## config.mk

```make
export PLATFORM = sky130hd
export DESIGN_NAME = vc_stream_merge4
export DESIGN_NICKNAME = d
export VERILOG_FILES = /design/src/rtl/vc_stream_merge4.sv
export SDC_FILE = /design/constraint.sdc
export NUM_CORES = 1
export LEC_CHECK = 0
export CORE_UTILIZATION = 36
export CTS_CLUSTER_SIZE = 30
export DETAILED_ROUTE_END_ITERATION = 7
export GPL_ROUTABILITY_DRIVEN = 1
export PLACE_DENSITY = 0.82
export SYNTH_ARGS = -nofsm -noshare
export SYNTH_HDL_FRONTEND = slang
export SYNTH_SLANG_ARGS = --single-unit
```

## constraint.sdc

```tcl
create_clock -name clk -period 5.6 [get_ports clk]
set_input_delay 1.68 -clock clk [delete_from_list [all_inputs] [get_ports clk]]
set_output_delay 1.68 -clock clk [all_outputs]
set_load 0.1 [all_outputs]
```

## src/rtl/vc_stream_merge4.sv

```systemverilog
`default_nettype none
// ============================================================================
// Module      : vc_stream_merge4
// Description : Merges four val/rdy producer streams into one registered
//               output stream. Arbitration is round-robin. A multi-beat
//               message keeps its grant until its last beat. Each output beat
//               is tagged with the index of the input that supplied it.
//               Throughput is one beat per cycle and latency is one cycle.
//
// Ports       : clk                   rising-edge clock
//               reset_n               synchronous active-low reset
//               inN_msg   [p_nbits]   input payloads (N = 0..3)
//               inN_val               input valid
//               inN_last              final beat of a message
//               inN_rdy               input ready (at most one high per cycle)
//               out_msg   [p_nbits]   registered payload
//               out_last              registered last flag
//               out_src   [2]         registered source index
//               out_val               output valid
//               out_rdy               downstream ready
// Revision    : 1.0  initial release
// ============================================================================
module vc_stream_merge4 #(
    parameter int p_nbits = 32
) (
    input  logic               clk,
    input  logic               reset_n,

    input  logic [p_nbits-1:0] in0_msg,
    input  logic               in0_val,
    input  logic               in0_last,
    output logic               in0_rdy,

    input  logic [p_nbits-1:0] in1_msg,
    input  logic               in1_val,
    input  logic               in1_last,
    output logic               in1_rdy,

    input  logic [p_nbits-1:0] in2_msg,
    input  logic               in2_val,
    input  logic               in2_last,
    output logic               in2_rdy,

    input  logic [p_nbits-1:0] in3_msg,
    input  logic               in3_val,
    input  logic               in3_last,
    output logic               in3_rdy,

    output logic [p_nbits-1:0] out_msg,
    output logic               out_last,
    output logic [1:0]         out_src,
    output logic               out_val,
    input  logic               out_rdy
);

    // ------------------------------------------------------------------
    // State
    // ------------------------------------------------------------------
    logic [1:0]         r_ptr;
    logic               r_locked;
    logic [1:0]         r_lock_src;
    logic [p_nbits-1:0] r_out_msg;
    logic               r_out_last;
    logic [1:0]         r_out_src;
    logic               r_out_val;

    // ------------------------------------------------------------------
    // Combinational grant
    // ------------------------------------------------------------------
    logic [3:0]         w_val;
    logic [3:0]         w_last;
    logic               w_can_load;
    logic [1:0]         w_grant;
    logic               w_grant_ok;
    logic [1:0]         w_idx;
    logic [3:0]         w_rdy;
    logic               w_xfer;
    logic [p_nbits-1:0] w_msg;

    assign w_val      = {in3_val,  in2_val,  in1_val,  in0_val};
    assign w_last     = {in3_last, in2_last, in1_last, in0_last};

    // Output register may load when empty or being drained this cycle.
    assign w_can_load = !r_out_val || out_rdy;

    always_comb begin
        w_grant    = 2'd0;
        w_grant_ok = 1'b0;
        w_idx      = 2'd0;
        if (r_locked) begin
            // Owner keeps the grant even while idle so no other source
            // can interleave beats into its message.
            w_grant    = r_lock_src;
            w_grant_ok = 1'b1;
        end else begin
            // Scan from lowest priority to highest so the last hit, i.e.
            // the one closest to r_ptr, wins.
            for (int i = 3; i >= 0; i--) begin
                w_idx = r_ptr + 2'(i);
                if (w_val[w_idx]) begin
                    w_grant    = w_idx;
                    w_grant_ok = 1'b1;
                end
            end
        end
    end

    always_comb begin
        w_rdy = 4'b0000;
        if (w_can_load && w_grant_ok) begin
            w_rdy[w_grant] = 1'b1;
        end
    end

    assign in0_rdy = w_rdy[0];
    assign in1_rdy = w_rdy[1];
    assign in2_rdy = w_rdy[2];
    assign in3_rdy = w_rdy[3];

    assign w_xfer  = |(w_rdy & w_val);

    always_comb begin
        w_msg = in0_msg;
        case (w_grant)
            2'd0:    w_msg = in0_msg;
            2'd1:    w_msg = in1_msg;
            2'd2:    w_msg = in2_msg;
            default: w_msg = in3_msg;
        endcase
    end

    // ------------------------------------------------------------------
    // Sequential update
    // ------------------------------------------------------------------
    always_ff @(posedge clk) begin
        if (!reset_n) begin
            r_ptr      <= 2'd0;
            r_locked   <= 1'b0;
            r_lock_src <= 2'd0;
            r_out_msg  <= '0;
            r_out_last <= 1'b0;
            r_out_src  <= 2'd0;
            r_out_val  <= 1'b0;
        end else if (w_xfer) begin
            r_out_msg  <= w_msg;
            r_out_last <= w_last[w_grant];
            r_out_src  <= w_grant;
            r_out_val  <= 1'b1;
            if (w_last[w_grant]) begin
                // Message complete: release and make this source lowest
                // priority for the next round.
                r_locked <= 1'b0;
                r_ptr    <= w_grant + 2'd1;
            end else begin
                r_locked   <= 1'b1;
                r_lock_src <= w_grant;
            end
        end else if (out_rdy) begin
            r_out_val <= 1'b0;
        end
    end

    assign out_msg  = r_out_msg;
    assign out_last = r_out_last;
    assign out_src  = r_out_src;
    assign out_val  = r_out_val;

endmodule
`default_nettype wire

```

==> reports/qor.yml, run 1 <==
status: "finished clean"
synth_cell_types: 43
viasPerCell: 5.33
ys.warnings.count: 0
root_buffer: "clkbuf_8"
worstReg2RegEnd: "out_msg[0]"
crit_arrival_ns: 3.77
antenna_cells: 0
grt_setup_unrepaired: "no"
die_x_microns: 87.2
finalCritPeriodShare_pct: 97.3
drv_cap: 0
required_ns: 3.92
crit_fanout: 6
cts_tree: "yes"
final_antenna_net_count: 0
synth_seq_cells: 41
hp-start: "out_last"
startpoint: "in0_val"
grt.total_usage_pct: 23.9
ioPinCount: 179
postCtsSetupBuffers: 0
fp.coreArea_sq_um: 6910
drt_iter0_drc: 204
routabilityCongestion: 0.840
reg2reg_slack_ns: 2.32
dieArea_sq_um: 7610
hold_path.class: "flop to flop"
postSynthCellCount: 345
rows: 30
totalWireLength_mm: 9.54
synth_top_area_share_pct: 31.4
finalClockSkew_ns: 0.00516
syn-num-nets: 489
setup_viol: 0
critPathKind: "input pin to output pin"
cts.sinks: 41
insertion_delay_ns: 0.29
multiInputGateArea_sq_um: 1640
synth_largest_area_cell: "dfxtp_1"
path_clk_slew_ns: 0.08
synth.cell_area_sq_um: 2610
drive_above_1_share_pct: 6.13
remaining_drc_errors: 0
syn_avg_cell_area_sq_um: 7.58
grt_pass1_wl_mm: 14.3
slew_viol_final: 0
finalHoldViolations: 0
vias: 3211
nNetsFinal: 649
fillerInstances: 602
final.setup.tns_ns: 0
startpoint_type: "input pin"
ff2ff_path_depth: 12
min_period_ns: 5.45
cts_inserted_buffers: 5
clockBufferDepth: 2
cts_max_level: 2
wl_per_cell_microns: 15.8
timing.rr.start: "r_ptr[1]"
io_buffers: 178
regArea_sq_um: 821
slew_headroom_pct: 31.5
worstSetupEndpoint: "in3_rdy"
synthTopCellsByArea: "dfxtp_1 (31%), a222oi_1 (12%), and2_1 (9.1%), o21ai_0 (6.9%), nand2_1 (6.5%)"
area_growth_pct: 77.0
critPathCaptureType: "output pin"
hpwlAfterDp_mm: 7.07
grt_pass1_vias: 3089
die_h_microns: 87.2
grt_overflow: 0
yosysSeqAreaShare_pct: 31.4
tightest_slew_ns: 1.02
fmax_mhz: 184
start_util_pct: 37.8
dr.pass1.iters: 8
grt_max_degree: 65
antenna_found_initial: 0
## logic make-up (layout without fill, tap and decap cells)
kind of cell | count (synthesis) | count (layout) | synth area share (%)
buffers and inverters | 37 | 198 | 6.03
and+or+nand+nor | 135 | 135 | 24.7
muxes | 2 | 2 | 0.766
adders and majority gates | 5 | 5 | 2.39
DFF | 41 | 41 | 31.4
AOI/OAI and AO/OA | 125 | 125 | 34.8
## metal layers
| metal | vias to the layer above | track usage (%) | routed length [microns] |
|---|---|---|---|
| met5 | - | 0 | 0 |
| met4 | 0 | 7.30 | 129 |
| met3 | 14 | 8.25 | 1160 |
| met2 | 165 | 43.7 | 4690 |
| met1 | 1447 | 25.9 | 3560 |
| li1 | 1585 | - | - |
## flip-flops by register name, summed over array words and instances, names as in the netlist
signal / flops
out_msg: 32
out_last: 1
r_ptr: 2
out_val: 1
r_locked: 1
out_src: 2
r_lock_src: 2
## cells in the mapped netlist
| master | count |
|---|---|
| nand2_1 | 45 |
| dfxtp_1 | 41 |
| and2_1 | 38 |
| o21ai_0 | 36 |
| nor2_1 | 35 |
| a21oi_1 | 33 |
| a222oi_1 | 32 |
| clkbuf_1 | 22 |
| buf_2 | 6 |
| ha_1 | 5 |
| inv_1 | 5 |
| nand2b_1 | 4 |
| a21boi_0 | 3 |
| nand3_1 | 3 |
| a21boi_1 | 2 |
| a22oi_1 | 2 |
| and3_1 | 2 |
| buf_1 | 2 |
| mux2i_1 | 2 |
| nand4_1 | 2 |
| nor2b_1 | 2 |
| o311ai_1 | 2 |
| a211oi_2 | 1 |
| a211oi_4 | 1 |
| a22oi_2 | 1 |
| a311o_1 | 1 |
| a311oi_2 | 1 |
| a31oi_1 | 1 |
| and3b_1 | 1 |
| buf_4 | 1 |
| buf_6 | 1 |
| nand2_2 | 1 |
| nor3b_1 | 1 |
| o21a_1 | 1 |
| o21ai_1 | 1 |
| o21ai_2 | 1 |
| o221a_4 | 1 |
| o221ai_2 | 1 |
| o31ai_1 | 1 |
| o31ai_2 | 1 |
| o41a_1 | 1 |
| o41ai_1 | 1 |
| or2_1 | 1 |
## worst max-delay path, cell delays in order
cell	delay, ns
clkdlybuf4s50_1	0.59
nand2_1	0.13
o21ai_0	0.34
o221ai_2	0.16
nand2_1	0.18
inv_1	0.11
ha_1	0.23
and2_1	0.18
buf_12	0.17
## through the flow
step	hold WS, ns	cells	instance area (sq um)	setup WS, ns	utilization, %
CTS	0.458	602	4620	0.122	66.9
global route	0.500	602	4630	0.0188	67.0
global placement	0.444	594	4500	0.248	65.1
detailed placement	0.449	594	4500	0.132	65.1
finish	0.453	602	4630	0.151	67.0
floorplan	0.460	345	2620	0.00423	-
## layout by cell type, fill, tap and decap left out, types with 2 or more instances in the layout
cell / count
o311ai_1: 2
a222oi_1: 32
o21ai_0: 36
clkdlybuf4s50_1: 173
a21boi_0: 3
clkbuf_8: 6
nand2b_1: 4
and3_1: 2
inv_1: 5
buf_12: 6
nand3_1: 3
a22oi_1: 2
nand4_1: 2
dfxtp_1: 41
nand2_1: 45
nor2_1: 35
ha_1: 4
mux2i_1: 2
a21boi_1: 2
nor2b_1: 2
and2_1: 37
buf_4: 5
a21oi_1: 33
## repair_timing
item,4_1_cts,5_1_grt
gates resized for setup,0,2
endpoints found under the setup margin,0,1
hold buffers,0,0
## how the worst min path moves through the flow
stage	end	slack, ns	cells after the start
global placement	out_last	0.44	2
global route	out_last	0.50	2
detailed placement	out_last	0.45	2
CTS	out_last	0.46	2
floorplan	r_lock_src[0]	0.46	2
finish	out_last	0.45	2
## area by class of cell
type                    count  area share [%]
multi-input cells         267            35.5
clock buffers               6            1.79
inverters                   5           0.406
well taps                  96            2.60
clock inverters             2           0.811
flip-flops and latches     41            17.7
repair buffers            185            41.1
Power of run 1 is left out: the tool's default activity adds up to more than one toggle a clock period on the data nets, which glitch-free logic cannot reach.
==> run 2: changes to the inputs <==
--- a/config.mk
+++ b/config.mk
@@ -5,7 +5,8 @@
 export SDC_FILE = /design/constraint.sdc
 export NUM_CORES = 1
 export LEC_CHECK = 0
-export CORE_UTILIZATION = 36
+export ABC_AREA = 1
+export CORE_UTILIZATION = 37
 export CTS_CLUSTER_SIZE = 30
 export DETAILED_ROUTE_END_ITERATION = 7
 export GPL_ROUTABILITY_DRIVEN = 1
==> run 2 against run 1 <==
Worst setup slack improved by 0.063 ns; clock skew increased by 0.0055 ns; critical path type unchanged; worst hold slack improved by 0.0080 ns; die area increased by 0.91%; synthesized area increased by 3.7%; largest cell class unchanged; sequential share of layout area decreased by 0.11 points; via count increased by 5.3%; final cell count increased by 12%; maximum frequency increased by 1.2%; critical path depth increased by 6; count of clock-buffer cells in the layout decreased by 1; core utilization increased by 0.070 points.
==> reports/qor.yml, run 2 <==
grt_pass1_vias: 3120
critPathKind: "input pin to output pin"
met3_usage_pct: 6.97
synth.cell_area_sq_um: 2710
ioPinCount: 179
finalClockSkew_ns: 0.0107
hpwlAfterDp_mm: 6.98
synth-edff-count: 0
finalCritPeriodShare_pct: 96.2
synth_seq_cells: 41
grt_pass1_wl_mm: 14.1
synthTopCellsByArea: "dfxtp_1 (30%), nand2_1 (15%), o21ai_0 (11%), a21oi_1 (8.9%), nand3_1 (6.5%)"
min_period_ns: 5.39
drv_cap: 0
startpoint_type: "input pin"
grt_max_degree: 40
synth_largest_area_cell: "dfxtp_1"
antenna_cells: 0
totalWireLength_mm: 9.21
largest_reg_flops: 32
insertion_delay_ns: 0.29
yosysSeqAreaShare_pct: 30.3
finalHoldViolations: 0
slew_headroom_pct: 31.3
top_usage_layer: "met2"
crit_fanout: 9
place_ws_ns: 0.178
path_clk_slew_ns: 0.08
synth.most_common_cell: "nand2_1"
final_cell_mix: "clkdlybuf4s50_1 (174), nand2_1 (105), o21ai_0 (57), a21oi_1 (48), dfxtp_1 (41)"
final.setup.tns_ns: 0
status: "finished clean"
clockBufferDepth: 2
setup_viol: 0
worst_slack_ns: 0.214
crit_arrival_ns: 3.71
synth_cell_types: 24
start_util_pct: 39.0
root_buffer: "clkbuf_8"
drive_above_1_share_pct: 8.68
hold_ws_ns: 0.461
postSynthCellCount: 414
vias: 3380
remaining_drc_errors: 0
final_antenna_net_count: 0
io_buffers: 178
cts.sinks: 41
syn_avg_cell_area_sq_um: 6.55
grt_setup_unrepaired: "no"
cts_tree: "yes"
required_ns: 3.92
grt_overflow: 0
drt_iter0_drc: 120
syn-num-nets: 558
cts_max_level: 2
hold_path.class: "flop to flop"
grt_util_met2_pct: 42.6
critPathCaptureType: "output pin"
rows: 30
nNetsFinal: 719
die_x_microns: 87.6
fmax_mhz: 186
die_h_microns: 87.6
layout_commonest_cell: "clkdlybuf4s50_1"
routabilityCongestion: 0.810
dr.pass1.iters: 4
fillerInstances: 604
met1_usage_pct: 26.3
fp.coreArea_sq_um: 6940
synth_top_area_share_pct: 30.3
cts_inserted_buffers: 5
slew_viol_final: 0
wl_per_cell_microns: 13.7
synth_ff_type: "dfxtp_1"
async_flop_share_pct: 0
ys.warnings.count: 0
grt.total_usage_pct: 23.2
antenna_found_initial: 0
dieArea_sq_um: 7670
synth_commonest_cells: "nand2_1 (105), o21ai_0 (57), a21oi_1 (48)"
viasPerCell: 5.03
tightest_slew_ns: 1.03
area_growth_pct: 71.7
[run 2: changes by cell type after synthesis, moves of 9 or more]
cell	delta
and2_1	-38
a222oi_1	-32
nor2_1	-14
nand2_1	+60
a211oi_2	+9
o21ai_0	+21
inv_1	+21
a21oi_1	+15
nand3_1	+32
nand4_1	+11
[run 2: repair_timing]
action,CTS,global route
setup buffers,0,0
endpoints found under the setup margin,0,1
gates resized for setup,0,1
endpoints found under the hold margin,0,0
hold buffers,0,0
[run 2: kinds of logic (layout without fill, tap and decap cells)]
logic type                 Yosys count  in the layout  share of synthesized area [%]
AOI/OAI and AO/OA                  122            122                           26.0
and+or+nand+nor                    187            187                           31.3
buffers and inverters               59            221                           10.1
adders and majority gates            5              5                           2.31
DFF                                 41             41                           30.3
[run 2: per-stage QoR]
step | cell area, sq um | cells | utilization [%]
after global routing | 4660 | 672 | 67.0
after global placement | 4560 | 664 | 65.7
after floorplan | 2720 | 414 | -
after detailed placement | 4560 | 664 | 65.7
final | 4660 | 672 | 67.0
after CTS | 4660 | 672 | 67.0
[run 2: layout make-up]
cell class	instances	area (sq um)	share of cell area [%]
Clock inverter	3	22.5	0.484
Inverter	28	105	2.26
Sequential cell	41	821	17.6
Clock buffer	5	68.8	1.48
Timing Repair Buffer	185	1890	40.5
Multi-Input combinational cell	314	1630	35.0
Tap cell	96	120	2.58
[run 2: metal layers]
metal / share of wire (%) / vias to the layer above
met4: 1.4 / 0
li1: - / 1718
met1: 40 / 1528
met2: 51 / 124
met3: 7.7 / 10
met5: 0 / -
[run 2: final timing paths]
| path | start | cells after the start | slack, ns | endpoint |
|---|---|---|---|---|
| max reg2reg | r_ptr[0] | 18 | 2.11 | out_msg[7] |
| min | r_lock_src[1] | 2 | 0.46 | r_lock_src[1] |
| min reg2reg | r_lock_src[1] | 2 | 0.46 | r_lock_src[1] |
| max | in2_val | 15 | 0.21 | in3_rdy |
[run 2: worst max-delay path: stages]
cell	delay [ns]
clkdlybuf4s50_1	0.52
inv_1	0.06
nand2_1	0.09
nand3_2	0.07
nand2_1	0.10
nand3_1	0.09
nand2_1	0.07
nand2_1	0.05
nand3_2	0.13
nand2_4	0.10
inv_2	0.11
ha_1	0.19
inv_1	0.05
nor2_1	0.19
buf_12	0.21
Power of run 2 is left out for the same reason.
==> run 3: changes to the inputs <==
--- a/config.mk
+++ b/config.mk
@@ -6,6 +6,7 @@
 export NUM_CORES = 1
 export LEC_CHECK = 0
 export ABC_AREA = 1
+export CORE_MARGIN = 5
 export CORE_UTILIZATION = 37
 export CTS_CLUSTER_SIZE = 30
 export DETAILED_ROUTE_END_ITERATION = 7
==> run 3 against run 2 <==
First-iteration DRC count down 31%; largest cell class unchanged; highest routed layer unchanged; routed wire length up 9.5%; clock skew up 0.00053 ns; critical endpoint unchanged; non-clock buffer count down 1.
==> reports/qor.yml, run 3 (synthesized netlist as in run 2, its figures left out) <==
status: "finished clean"
die_h_microns: 95.6
totalWireLength_mm: 10.1
hold_path_end: "r_lock_src[1]"
routabilityCongestion: 0.794
critPathKind: "input pin to output pin"
slew_viol_final: 0
fp.coreArea_sq_um: 7180
vias: 3488
largest_reg_flops: 32
drv_cap: 0
antenna_found_initial: 0
cts_hold_buf: 0
die_x_microns: 95.6
min_period_ns: 5.43
finalHoldViolations: 0
ff2ff_path_depth: 17
layout_commonest_cell: "clkdlybuf4s50_1"
wl_per_cell_microns: 15.0
antenna_cells: 0
timing.rr.start: "r_ptr[0]"
cts_max_level: 2
hold_path.class: "flop to flop"
hp-start: "r_lock_src[1]"
clockBufferDepth: 2
drt_iter0_drc: 83
setup_viol: 0
reg2reg_slack_ns: 2.14
fmax_mhz: 184
drive_above_1_share_pct: 8.70
crit_fanout: 9
grt_setup_unrepaired: "no"
critPathCaptureType: "output pin"
rows: 31
finalCritPeriodShare_pct: 96.9
insertion_delay_ns: 0.30
ioPinCount: 179
crit_arrival_ns: 3.75
nNetsFinal: 718
root_buffer: "clkbuf_8"
finalClockSkew_ns: 0.0112
slew_headroom_pct: 31.6
grt_max_degree: 43
final_antenna_net_count: 0
io_buffers: 178
required_ns: 3.92
dr.pass1.iters: 6
final_util_pct: 65.3
grt_pass1_wl_mm: 15.8
start_util_pct: 37.8
cts_inserted_buffers: 5
area_growth_pct: 72.7
startpoint_type: "input pin"
path_clk_slew_ns: 0.08
final_cell_mix: "clkdlybuf4s50_1 (174), nand2_1 (105), o21ai_0 (57), a21oi_1 (48), dfxtp_1 (41)"
hpwlAfterDp_mm: 7.77
grt.total_usage_pct: 21.5
cts.sinks: 41
grt_overflow: 0
dieArea_sq_um: 9140
remaining_drc_errors: 0
grt_pass1_vias: 3443
worstReg2RegEnd: "out_msg[12]"
tightest_slew_ns: 1.02
cts_tree: "yes"
worstHoldPathCells: 2
viasPerCell: 5.18
## run 3: layout make-up
| cell class | count | area, sq um |
|---|---|---|
| clock buffers | 6 | 82.6 |
| clock inverters | 2 | 37.5 |
| fillers | 619 | 2490 |
| inverters | 28 | 105 |
| multi-input cells | 314 | 1630 |
| flip-flops and latches | 41 | 821 |
| well taps | 99 | 124 |
| repair buffers | 184 | 1880 |
## run 3: worst max-delay path, cell delays in order
cell	delay (ns)
clkdlybuf4s50_1	0.53
inv_1	0.06
nand2_1	0.11
nand3_2	0.09
nand2_1	0.10
nand3_1	0.10
nand2_1	0.07
nand2_1	0.06
nand3_2	0.14
nand2_4	0.11
inv_2	0.11
ha_1	0.19
inv_1	0.06
nor2_2	0.15
buf_12	0.19
## run 3: layer usage
layer / share of wire [%] / global-route usage (%) / vias to the layer above
met2: 50 / 37.4 / 150
met5: 0 / 0 / -
met4: 2.6 / 7.58 / 0
met3: 10 / 8.21 / 24
met1: 38 / 23.7 / 1595
li1: - / - / 1719
## run 3: worst max path at each step
stage,startpoint,endpoint,slack (ns),depth (start not counted)
floorplan,in3_val,in1_rdy,-0.01,13
finish,in2_val,in3_rdy,0.17,15
CTS,in2_val,in3_rdy,0.09,15
global route,in2_val,in3_rdy,0.02,15
detailed placement,in2_val,in3_rdy,0.11,15
global placement,in2_val,in3_rdy,0.25,15
## run 3: stage by stage
step	cells	worst slack [ns]	TNS (ns)	cell area (sq um)	hold WS, ns
final	674	0.171	0	4680	0.469
after floorplan	414	-0.0130	-0.0130	2720	0.428
after detailed placement	666	0.111	0	4560	0.458
after global placement	666	0.252	0	4560	0.446
after global routing	674	0.0150	0	4680	0.497
after CTS	674	0.0941	0	4680	0.470
## run 3: timing repair
action                                  CTS  global route
endpoints found under the setup margin    0             2
resized for setup                         0             2
buffers inserted                          0             0
endpoints found under the hold margin     0             0
Power of run 3 is left out for the same reason.
